`src/rtl/btb_assoc_table.sv`:
```
// 2-way set-associative branch target buffer with a registered lookup port,
// a resolved-branch update port and a set-by-set flush sequencer.
// Optional feature macro: BTB_COUNTER_EN (adds a 2-bit direction counter per way).
module btb_assoc_table #(
    parameter int SETS   = 8,
    parameter int ADDR_W = 16
) (
    input  logic              clk,
    input  logic              reset,
    input  logic              lookup_valid,
    input  logic [ADDR_W-1:0] lookup_pc,
    output logic              resp_valid,
    output logic              hit,
    output logic              pred_taken,
    output logic [ADDR_W-1:0] pred_target,
    input  logic              upd_valid,
    input  logic [ADDR_W-1:0] upd_pc,
    input  logic              upd_taken,
    input  logic [ADDR_W-1:0] upd_target,
    input  logic              flush,
    output logic              busy
);
    localparam int IDX_W = $clog2(SETS);
    localparam int TAG_W = ADDR_W - 1 - IDX_W;
    localparam logic [IDX_W-1:0] LAST_SET = IDX_W'(SETS - 1);

    typedef enum logic {ST_IDLE, ST_FLUSH} state_t;

    state_t           state_q, state_d;
    logic [IDX_W-1:0] fcnt_q, fcnt_d;

    // Valid and LRU bits are reset; tag/target/counter storage is not.
    logic [SETS-1:0]   vld_q [2];
    logic [SETS-1:0]   lru_q;
    logic [TAG_W-1:0]  tag_q [2][SETS];
    logic [ADDR_W-1:0] tgt_q [2][SETS];
`ifdef BTB_COUNTER_EN
    logic [1:0]        ctr_q [2][SETS];
    logic [1:0]        up_ctr;
`endif

    logic              resp_valid_q, hit_q, pred_taken_q;
    logic [ADDR_W-1:0] pred_target_q;

    logic [IDX_W-1:0]  lk_idx, up_idx;
    logic [TAG_W-1:0]  lk_tag, up_tag;
    logic [1:0]        lk_match, up_match;
    logic              lk_way, lk_ok, lk_taken;
    logic              up_en, up_hit, up_way, victim, do_alloc, do_hupd;
    logic              unused_pc_lsb;

    // Bit 0 of a PC is always zero for word-aligned instructions.
    assign unused_pc_lsb = lookup_pc[0] ^ upd_pc[0];

    assign lk_idx = lookup_pc[IDX_W:1];
    assign lk_tag = lookup_pc[ADDR_W-1:IDX_W+1];
    assign up_idx = upd_pc[IDX_W:1];
    assign up_tag = upd_pc[ADDR_W-1:IDX_W+1];

    genvar gi;
    generate
        for (gi = 0; gi < 2; gi++) begin : g_way
            assign lk_match[gi] = vld_q[gi][lk_idx] && (tag_q[gi][lk_idx] == lk_tag);
            assign up_match[gi] = vld_q[gi][up_idx] && (tag_q[gi][up_idx] == up_tag);
        end
    endgenerate

    // A double match cannot occur, so way 1 matching alone identifies the way.
    assign lk_way = lk_match[1];
    assign lk_ok  = lookup_valid && (state_q == ST_IDLE) && (|lk_match);
`ifdef BTB_COUNTER_EN
    assign lk_taken = ctr_q[lk_way][lk_idx][1];
    assign up_ctr   = ctr_q[up_way][up_idx];
`else
    assign lk_taken = 1'b1;
`endif

    // Updates are dropped while flushing and on the edge that starts a flush.
    assign up_en    = upd_valid && (state_q == ST_IDLE) && !flush;
    assign up_hit   = |up_match;
    assign up_way   = up_match[1];
    assign victim   = !vld_q[0][up_idx] ? 1'b0 :
                      !vld_q[1][up_idx] ? 1'b1 : lru_q[up_idx];
    assign do_alloc = up_en && !up_hit && upd_taken;
    assign do_hupd  = up_en && up_hit;

    // Valid/LRU maintenance: reset, flush sweep, allocation and hit updates.
    always_ff @(posedge clk) begin
        if (reset) begin
            vld_q[0] <= '0;
            vld_q[1] <= '0;
            lru_q    <= '0;
        end else if (state_q == ST_FLUSH) begin
            vld_q[0][fcnt_q] <= 1'b0;
            vld_q[1][fcnt_q] <= 1'b0;
        end else if (do_alloc) begin
            vld_q[victim][up_idx] <= 1'b1;
            lru_q[up_idx]         <= ~victim;
        end else if (do_hupd) begin
`ifdef BTB_COUNTER_EN
            lru_q[up_idx] <= ~up_way;
`else
            if (upd_taken) begin
                lru_q[up_idx] <= ~up_way;
            end else begin
                vld_q[up_way][up_idx] <= 1'b0;
            end
`endif
        end
    end

    // Payload storage writes (tag, target, direction counter).
    always_ff @(posedge clk) begin
        if (do_alloc) begin
            tag_q[victim][up_idx] <= up_tag;
            tgt_q[victim][up_idx] <= upd_target;
        end
        if (do_hupd && upd_taken) begin
            tgt_q[up_way][up_idx] <= upd_target;
        end
`ifdef BTB_COUNTER_EN
        if (do_alloc) begin
            ctr_q[victim][up_idx] <= 2'b10;
        end
        if (do_hupd) begin
            if (upd_taken) begin
                if (up_ctr != 2'b11) ctr_q[up_way][up_idx] <= up_ctr + 2'd1;
            end else begin
                if (up_ctr != 2'b00) ctr_q[up_way][up_idx] <= up_ctr - 2'd1;
            end
        end
`endif
    end

    // Registered lookup response, reading pre-update contents.
    always_ff @(posedge clk) begin
        if (reset) begin
            resp_valid_q  <= 1'b0;
            hit_q         <= 1'b0;
            pred_taken_q  <= 1'b0;
            pred_target_q <= '0;
        end else begin
            resp_valid_q  <= lookup_valid;
            hit_q         <= lk_ok;
            pred_taken_q  <= lk_ok && lk_taken;
            pred_target_q <= lk_ok ? tgt_q[lk_way][lk_idx] : '0;
        end
    end

    assign resp_valid  = resp_valid_q;
    assign hit         = hit_q;
    assign pred_taken  = pred_taken_q;
    assign pred_target = pred_target_q;

    // Flush sequencer state register.
    always_ff @(posedge clk) begin
        if (reset) begin
            state_q <= ST_IDLE;
            fcnt_q  <= '0;
        end else begin
            state_q <= state_d;
            fcnt_q  <= fcnt_d;
        end
    end

    // Flush sequencer next state: sweep sets 0..SETS-1, one per cycle.
    always_comb begin
        state_d = state_q;
        fcnt_d  = fcnt_q;
        case (state_q)
            ST_IDLE: begin
                fcnt_d = '0;
                if (flush) state_d = ST_FLUSH;
            end
            ST_FLUSH: begin
                if (fcnt_q == LAST_SET) begin
                    state_d = ST_IDLE;
                    fcnt_d  = '0;
                end else begin
                    fcnt_d = fcnt_q + 1'b1;
                end
            end
            default: begin
                state_d = ST_IDLE;
                fcnt_d  = '0;
            end
        endcase
    end

    // Flush sequencer outputs.
    always_comb begin
        busy = 1'b0;
        if (state_q == ST_FLUSH) busy = 1'b1;
    end
endmodule

```
`config.mk`:
```
export PLATFORM = sky130hd
export DESIGN_NAME = btb_assoc_table
export DESIGN_NICKNAME = d
export VERILOG_FILES = /design/src/rtl/btb_assoc_table.sv
export SDC_FILE = /design/constraint.sdc
export NUM_CORES = 1
export LEC_CHECK = 0
export CORE_UTILIZATION = 44
export DETAILED_ROUTE_END_ITERATION = 12
export GPL_ROUTABILITY_DRIVEN = 0
export SKIP_CTS_REPAIR_TIMING = 1
export SYNTH_ARGS = -nofsm -noshare
export SYNTH_HDL_FRONTEND = slang
export SYNTH_SLANG_ARGS = --single-unit
export TNS_END_PERCENT = 30
```
`constraint.sdc`:
```
create_clock -name clk -period 4.04 [get_ports clk]
set_input_delay 0.404 -clock clk [delete_from_list [all_inputs] [get_ports clk]]
set_output_delay 0.404 -clock clk [all_outputs]
set_load 0.05 [all_outputs]
```
==> out/summary.txt, run 1 <==
Worst-Margin Slew -> 0.881 ns
most frequent CP cell -> mux4_2
Netlist cell types -> 66
crit share post-route -> 85.4%
Fin. Hold Viols -> 0
Fin Setup TNS -> 0 ns
Setup Viol. Count Final -> 0
Avg WL per Cell -> 25.5 um
cell count after synthesis -> 1364
Via density -> 5.87
Longest Clk Path Bufs -> 3
crit path capture type -> register
leakage power -> 8.33 nW
Synth Register Bits -> 494
Worst Hold End -> resp_valid$_SDFF_PP0_
CTS H-Tree Depth -> 2
Power Dens Cells -> 428 nW/um^2
CP arrival -> 3.92 ns
syn_area_per_cell -> 15.9 um^2
# nets final -> 1562
# rows -> 80
EDFF count, synth -> 464
Internal Power -> 0.00856 W
FF-to-FF setup slack -> 0.59 ns
antenna viol nets, final -> 0
Critical R2R Capture -> pred_target[10]$_SDFF_PP0_
worst hold path class -> input pin to register
Synth-to-Final Area Change -> 18.2%
number of port buffers -> 71
worst reg2reg path depth -> 11
sw power -> 0.00240 W
Startpoint Class -> register
Worst Skew -> 0.0203 ns
clock-pin slew on the worst setup and hold paths -> 0.06 ns
min cycle time layout -> 3.45 ns
crit-path max FO -> 17
Setup Crit Path Kind -> register to register
DRC Markers -> 0
largest net degree at the start of global routing -> 67
placed wire-length estimate -> 35.6 mm
peak supply drop -> 339 uV
Seq pwr share -> 51.4%
Initial Utilization -> 44.9%
maxcap violations -> 0
1st-iter DRT viols -> 1203
later-pin clock latency in the skew report -> 0.60 ns
clk sinks -> 494
TritonCTS clock tree -> done
Synth Flop Type -> edfxtp_1
Slowest Stage Delay on Critical Path -> 0.47 ns
PnR Total Power -> 0.0110 W
Crit-path slowest cell -> mux4_2
YS warnings -> 0
combinational power share -> 6.8%
min-delay src -> lookup_valid
Tot GR Track Use -> 23.1%
Max-slew headroom -> 41.3%
Clock power frac -> 41.7%
Net Count, Synth -> 1420
GRT overflow -> 0
DR vias -> 12900
CP Cell Sequence -> mux4_2 -> mux2i_1 -> xor2_1 -> and4_1 -> nand4_1 -> or2_2 -> buf_12 -> buf_4 -> mux4_2 -> a22oi_1 -> a21oi_1
netlist area before placement -> 21600 um^2
total wire length -> 56.3 mm
Buf/Inv on CP -> 2
CTS buffer count -> 51
Root Driver -> clkbuf_16
hold path cells -> 2
max frequency -> 0.290 GHz
vias in the first global route -> 13500
WP data required -> 4.51 ns
Die W -> 224 um
RSZ-0062 raised after global routing -> false
Core Area -> 48100 um^2
first-pass GRT wire length -> 84.6 mm
fin. max-slew vios -> 0
IO Pins -> 74
initial antenna violation count -> 1
share of layout cells above drive strength 1 -> 21.8%
status -> completed
Async SR Flop Fraction -> 0%
CP delay by family, top -> multiplexers
Die Footprint -> 50100 um^2
R2R Path Start -> tag_q[1][65]$_DFFE_PP_
die height -> 224 um
switching part of the total -> 21.9%
Pre-antenna DRT Iters -> 5
Seq/Total Area, Yosys -> 67.2%
## state kept, by name, indices dropped and copies added (netlist names), 3 cells and up
register / cells
tgt_q: 256
fcnt_q: 3
lru_q: 8
pred_target: 16
tag_q: 192
vld_q: 16
## cells in the final DEF, fill, tap and decap left out, types with 5 or more instances in the layout
master,synthesis,layout
edfxtp_1,464,464
mux4_2,108,108
buf_4,15,84
nand3_1,77,76
o21ai_0,76,76
clkdlybuf4s50_1,0,65
mux2i_1,55,55
clkbuf_16,0,51
a21oi_1,48,48
nor2_1,50,45
nand2_1,42,42
buf_12,0,34
inv_1,31,31
dfxtp_1,30,30
nand4_1,26,26
xnor2_1,25,25
nor3_1,24,24
a22oi_1,23,23
a31oi_1,23,23
xor2_1,20,20
or3_1,17,17
a221oi_1,15,15
o21ai_1,13,13
clkinv_2,0,13
clkbuf_1,47,13
mux2_2,12,12
nor2b_1,11,11
a221o_1,6,6
nand3b_1,6,6
clkbuf_8,0,6
and2_1,5,5
clkinv_1,1,5
nor2_2,1,5
## worst reg2reg max path: stages, from the launching register on
cell	delay [ns]
edfxtp_1	0.39
mux4_2	0.47
mux2i_1	0.32
xor2_1	0.27
and4_1	0.28
nand4_1	0.14
or2_2	0.37
buf_12	0.19
buf_4	0.17
mux4_2	0.42
a22oi_1	0.21
a21oi_1	0.10
## per-stage QoR
step | setup WS (ns) | hold WS (ns) | utilization [%] | cells | cell area, um^2
4_1_cts | 0.609 | 0.392 | 53.1 | 2203 | 25600
3_3_place_gp | 0.227 | 0.441 | 49.8 | 2109 | 24000
3_5_place_dp | 0.182 | 0.448 | 49.8 | 2109 | 24000
5_1_grt | 0.467 | 0.412 | 53.1 | 2204 | 25600
6_report | 0.590 | 0.408 | 53.1 | 2204 | 25600
2_1_floorplan | 0.293 | 0.432 | - | 1364 | 21600
## worst max-delay path by stage
stage	endpoint	slack, ns	startpoint	cells after the start
floorplan	tgt_q[1][100]$_DFFE_PP_	0.29	upd_pc[1]	12
global route	pred_target[10]$_SDFF_PP0_	0.47	tag_q[1][17]$_DFFE_PP_	11
CTS	pred_target[10]$_SDFF_PP0_	0.61	tag_q[1][65]$_DFFE_PP_	11
detailed placement	vld_q[1][2]$_SDFFCE_PN0P_	0.18	upd_pc[2]	10
global placement	vld_q[1][2]$_SDFFCE_PN0P_	0.23	upd_pc[2]	11
finish	pred_target[10]$_SDFF_PP0_	0.59	tag_q[1][65]$_DFFE_PP_	11
## per-layer routing
| layer | vias to the layer above | global-route usage (%) | routed length [um] |
|---|---|---|---|
| met5 | - | 0 | 0 |
| met4 | 0 | 9.37 | 2070 |
| met3 | 100 | 3.48 | 3380 |
| met2 | 480 | 39.3 | 28100 |
| met1 | 6610 | 29.7 | 22700 |
| li1 | 5743 | - | - |
## power groups by stage
stage / registers (W) / clock network [W] / logic [W]
after CTS: 0.00563 / 0.00465 / 0.000756
after global routing: 0.00563 / 0.00485 / 0.000806
after global placement: 0.00574 / 0 / 0.000745
final: 0.00563 / 0.00457 / 0.000750
after floorplan: 0.00574 / 0 / 0.000413
after detailed placement: 0.00574 / 0 / 0.000753
## cell usage after synthesis, types with 5 or more instances
cell / n / area share [%]
xor2_1: 20 / 0.81
nor2_1: 50 / 0.87
inv_1: 31 / 0.54
mux4_2: 108 / 11
o21ai_1: 13 / 0.30
clkbuf_1: 47 / 0.82
nor3_1: 24 / 0.56
a31oi_1: 23 / 0.66
a221o_1: 6 / 0.28
buf_1: 5 / 0.087
a221oi_1: 15 / 0.61
xnor2_1: 25 / 1.0
o21ai_0: 76 / 1.8
a22oi_1: 23 / 0.80
nand3_1: 77 / 1.8
dfxtp_1: 30 / 2.8
nand4_1: 26 / 0.75
mux2_2: 12 / 0.62
nand3b_1: 6 / 0.21
buf_2: 22 / 0.51
a21oi_1: 48 / 1.1
buf_6: 8 / 0.42
nor2b_1: 11 / 0.32
edfxtp_1: 464 / 64
and2_1: 5 / 0.14
mux2i_1: 55 / 2.5
nand2_1: 42 / 0.73
or3_1: 17 / 0.49
buf_4: 15 / 0.52
## cell type report
class / count / area (um^2)
Fill cell: 3922 / 22600
Inverter: 32 / 120
Antenna cell: 1 / 2.50
Sequential cell: 494 / 14500
Timing Repair Buffer: 187 / 1980
Multi-Input combinational cell: 740 / 6500
Clock buffer: 70 / 1410
Tap cell: 656 / 821
Clock inverter: 24 / 218
## kinds of logic (layout without fill, tap and decap cells)
kind of cell	count (synthesis)	after routing	share of synthesized area (%)
adder cells (fa/ha/maj)	2	2	0.116
AO/OA/AOI/OAI	226	226	6.45
multiplexers	176	176	14.5
XOR/XNOR	45	45	1.82
other	0	1	0
buffers and inverters	130	313	2.93
flip-flops	494	494	67.2
AND/OR/NAND/NOR	291	291	7.07
Power figures use the tool's default switching activity.
==> run 2, diff against run 1 <==
Settings changed: CORE_MARGIN set to 2, GPL_TIMING_DRIVEN set to 0.
==> out/summary.txt, run 2 (synthesis results as in run 1) <==
maxcap violations -> 0
Largest Register -> tgt_q
Tot GR Track Use -> 23.8%
die height -> 226 um
min-delay src -> lookup_valid
CTS H-Tree Depth -> 2
Startpoint Class -> input pin
DRC Markers -> 0
Power Dens Cells -> 443 nW/um^2
Root Driver -> clkbuf_16
max frequency -> 0.252 GHz
Longest Clk Path Bufs -> 3
worst hold path class -> input pin to register
total wire length -> 59.6 mm
crit share post-route -> 98.2%
largest net degree at the start of global routing -> 20
# nets final -> 1567
CTS buffer count -> 51
DP Worst Slack -> -1.60 ns
DR vias -> 13300
Core Area -> 48700 um^2
TritonCTS clock tree -> done
Die Footprint -> 51000 um^2
fin. max-slew vios -> 0
max FFs per register -> 256
share of layout cells above drive strength 1 -> 21.2%
Fin. Hold Viols -> 0
Via density -> 5.97
Pre-antenna DRT Iters -> 6
Worst-Margin Slew -> 0.999 ns
peak supply drop -> 321 uV
initial antenna violation count -> 0
post-layout instance area -> 25600 um^2
Setup Crit Path Kind -> input pin to register
final setup margin -> 0.0739 ns
Initial Utilization -> 44.4%
crit-path max FO -> 12
GRT overflow -> 0
placed wire-length estimate -> 39.9 mm
CP Cell Sequence -> clkdlybuf4s50_1 -> buf_6 -> clkinv_1 -> clkbuf_2 -> nor3_4 -> a221oi_1 -> xnor2_1 -> nor3_1 -> and4_4 -> nor3_1 -> nand2_1 -> nor2_4
Setup Viol. Count Final -> 0
fin util -> 52.4%
number of port buffers -> 66
most frequent cells in the layout -> edfxtp_1, mux4_2, nand3_1, o21ai_0, clkdlybuf4s50_1
leakage power -> 8.13 nW
Avg WL per Cell -> 26.9 um
Fin Setup TNS -> 0 ns
status -> completed
crit path capture type -> register
Final Non-Filler Cells -> 2218
Crit-path slowest cell -> clkdlybuf4s50_1
IO Pins -> 74
Slowest Stage Delay on Critical Path -> 0.54 ns
Die W -> 226 um
top flop regs -> tgt_q (256), tag_q (192)
first-pass GRT wire length -> 88.0 mm
antenna viol nets, final -> 0
later-pin clock latency in the skew report -> 0.61 ns
clock-pin slew on the worst setup and hold paths -> 0.06 ns
vias in the first global route -> 13300
Area after DPL -> 23400 um^2
clk sinks -> 494
placed insts -> 2109
CP arrival -> 4.20 ns
# diodes -> 0
Worst Skew -> 0.0209 ns
most frequent CP cell -> nor3_1
CP Launch Point -> upd_pc[2]
leading cell type in the layout, fill and taps excluded -> edfxtp_1
Max-slew headroom -> 33.2%
1st-iter DRT viols -> 1282
# rows -> 81
R2R Path Start -> tag_q[1][41]$_DFFE_PP_
WP data required -> 4.28 ns
min cycle time layout -> 3.97 ns
Synth-to-Final Area Change -> 18.1%
## run 2: changes by cell type in the layout (fill, tap and decap cells not counted), sizes merged
cell / delta
clkbuf: +56
clkdlybuf4s50: +1
inv: -4
clkinv: -4
buf: -47
clkinvlp: +5
diode: -1
## run 2: worst max-delay path: cells and delay by family
family          cells  cell delay [ns]
compound gates      1             0.15
xor+xnor            1             0.28
buf+inv             4             1.53
simple gates        6             1.81
## run 2: metrics by stage
stage               power, W  hold slack [ns]
floorplan            0.00615            0.432
global route          0.0116            0.404
finish                0.0113            0.397
detailed placement   0.00649            0.450
global placement     0.00647            0.443
CTS                   0.0114            0.382
## run 2: worst paths after layout
path	endpoint	slack, ns	cells past startpoint
max	tag_q[0][49]$_DFFE_PP_	0.07	12
max reg2reg	pred_target[6]$_SDFF_PP0_	0.23	12
min reg2reg	lru_q[2]$_SDFFE_PP0P_	0.46	2
min	resp_valid$_SDFF_PP0_	0.40	2
## run 2: area by class of cell
cell class / instances / area [um^2]
Clock buffer: 75 / 1580
Timing Repair Buffer: 94 / 1070
Tap cell: 664 / 831
Sequential cell: 494 / 14500
Inverter: 32 / 146
Buffer: 98 / 546
Fill cell: 4005 / 23200
Clock inverter: 21 / 194
Multi-Input combinational cell: 740 / 6650
## run 2: metal layers
layer / vias up / track usage (%) / routed length [um]
met5: - / 0 / 0
li1: 5753 / - / -
met4: 0 / 8.80 / 2240
met1: 6769 / 31.6 / 24300
met3: 139 / 3.32 / 3940
met2: 591 / 39.8 / 29200
## run 2: report_power, final
part / leakage (nW) / internal, W / switching [W]
clock: 0.888 / 0.00291 / 0.00200
sequential: 4.44 / 0.00562 / 0.0000112
combinational: 2.81 / 0.000281 / 0.000493
total: 8.13 / 0.00882 / 0.00251
==> run 3, diff against run 2 <==
Settings changed: DONT_BUFFER_PORTS set to 1.
==> out/summary.txt, run 3 (synthesis results as in run 1) <==
status -> completed
max FFs per register -> 256
leading cell type in the layout, fill and taps excluded -> edfxtp_1
Avg WL per Cell -> 28.1 um
most frequent cells in the layout -> edfxtp_1, mux4_2, nand3_1, o21ai_0, mux2i_1
Max-slew headroom -> 34.0%
Slowest Stage Delay on Critical Path -> 0.47 ns
Die Footprint -> 51000 um^2
DP Worst Slack -> -1.26 ns
CP Cell Sequence -> buf_2 -> buf_4 -> buf_4 -> buf_2 -> mux4_2 -> mux2i_1 -> xor2_1 -> nand2_1 -> nor4_2 -> and4_1 -> a21o_2 -> a21boi_4 -> and3_4 -> buf_12
CTS buffer count -> 50
Tot GR Track Use -> 23.5%
Worst Skew -> 0.0227 ns
Largest Register -> tgt_q
Longest Clk Path Bufs -> 3
placed insts -> 2043
Buf/Inv on CP -> 5
CP delay by family, top -> buffers and inverters
Synth-to-Final Area Change -> 14.4%
CTS H-Tree Depth -> 2
later-pin clock latency in the skew report -> 0.61 ns
share of layout cells above drive strength 1 -> 20.1%
top flop regs -> tgt_q (256), tag_q (192)
min cycle time layout -> 3.95 ns
DRC Markers -> 0
clock-pin slew on the worst setup and hold paths -> 0.06 ns
die height -> 226 um
Root Driver -> clkbuf_16
clk sinks -> 494
# nets final -> 1521
1st-iter DRT viols -> 1501
Area after DPL -> 22700 um^2
antenna viol nets, final -> 0
worst hold path class -> input pin to register
Initial Utilization -> 44.4%
Via density -> 6.09
peak supply drop -> 411 uV
Final Non-Filler Cells -> 2172
TritonCTS clock tree -> done
placed wire-length estimate -> 39.6 mm
PnR Total Power -> 0.0109 W
Core Area -> 48700 um^2
leakage power -> 7.83 nW
DR vias -> 13200
# rows -> 81
Worst-Margin Slew -> 0.989 ns
met1 Usage GRT -> 30.0%
total wire length -> 61.0 mm
GRT busiest layer -> met2
maxcap violations -> 0
Setup Viol. Count Final -> 0
initial antenna violation count -> 3
crit share post-route -> 97.8%
Power Dens Cells -> 442 nW/um^2
RSZ-0062 raised after global routing -> true
grt met3 use -> 5.09%
crit path capture type -> register
Pre-antenna DRT Iters -> 6
first-pass GRT wire length -> 86.7 mm
post-layout instance area -> 24800 um^2
IO Pins -> 74
Setup Crit Path Kind -> input pin to register
fin. max-slew vios -> 0
number of port buffers -> 0
largest net degree at the start of global routing -> 20
WP data required -> 4.34 ns
Fin. Hold Viols -> 0
Startpoint Class -> input pin
GR met2 Demand/Resource -> 39.7%
final setup margin -> 0.0873 ns
CP arrival -> 4.26 ns
crit-path max FO -> 16
max frequency -> 0.253 GHz
Die W -> 226 um
GRT overflow -> 0
Crit-path slowest cell -> a21boi_4
vias in the first global route -> 13000
-- run 3: cell types whose count changed in the layout (fill, tap and decap cells not counted), moves of 3 or more --
cell	previous run	this run
buf_12	8	1
buf_2	19	22
buf_6	12	9
clkbuf_16	57	50
clkbuf_8	9	0
clkdlybuf4s50_1	66	0
clkinv_1	4	14
dlygate4sd3_1	0	31
nor2_2	9	18
nor2_4	17	8
-- run 3: metal layers --
metal | part of all wire (%) | vias up
met5 | 0 | -
met4 | 4.5 | 0
met3 | 8.0 | 163
met2 | 49 | 639
met1 | 38 | 6761
li1 | - | 5675
-- run 3: report_power, final --
part	total, W	internal, W	leakage [nW]	switching [W]
clock	0.00459	0.00260	0.781	0.00200
sequential	0.00563	0.00562	4.44	0.0000153
combinational	0.000711	0.000253	2.61	0.000458
total	0.0109	0.00847	7.83	0.00247
-- run 3: per-stage QoR --
step           hold slack [ns]  utilization (%)  TNS [ns]
6_report                0.0847             50.8         0
5_1_grt                 0.0866             50.8     -1.16
4_1_cts                 -0.134             49.9    -31.20
3_5_place_dp             0.445             46.7   -249.15
3_3_place_gp             0.441             46.1   -414.35
2_1_floorplan            0.432                -         0
-- run 3: worst paths after layout --
check / from / end / slack [ns] / cells past startpoint
worst max register to register: tag_q[1][17]$_DFFE_PP_ / pred_target[2]$_SDFF_PP0_ / 0.10 / 12
worst min register to register: lru_q[5]$_SDFFE_PP0P_ / lru_q[5]$_SDFFE_PP0P_ / 0.46 / 2
worst max-delay path: upd_pc[3] / tgt_q[0][40]$_DFFE_PP_ / 0.09 / 14
worst min-delay path: reset / fcnt_q[0]$_SDFF_PP0_ / 0.08 / 2
-- run 3: final cells by class --
class	instances	area [um^2]
Tap cell	664	831
Multi-Input combinational cell	740	6580
Clock buffer	59	1280
Clock inverter	34	308
Inverter	32	139
Timing Repair Buffer	49	567
Antenna cell	2	5.00
Buffer	98	518
Fill cell	4074	24000
Sequential cell	494	14500
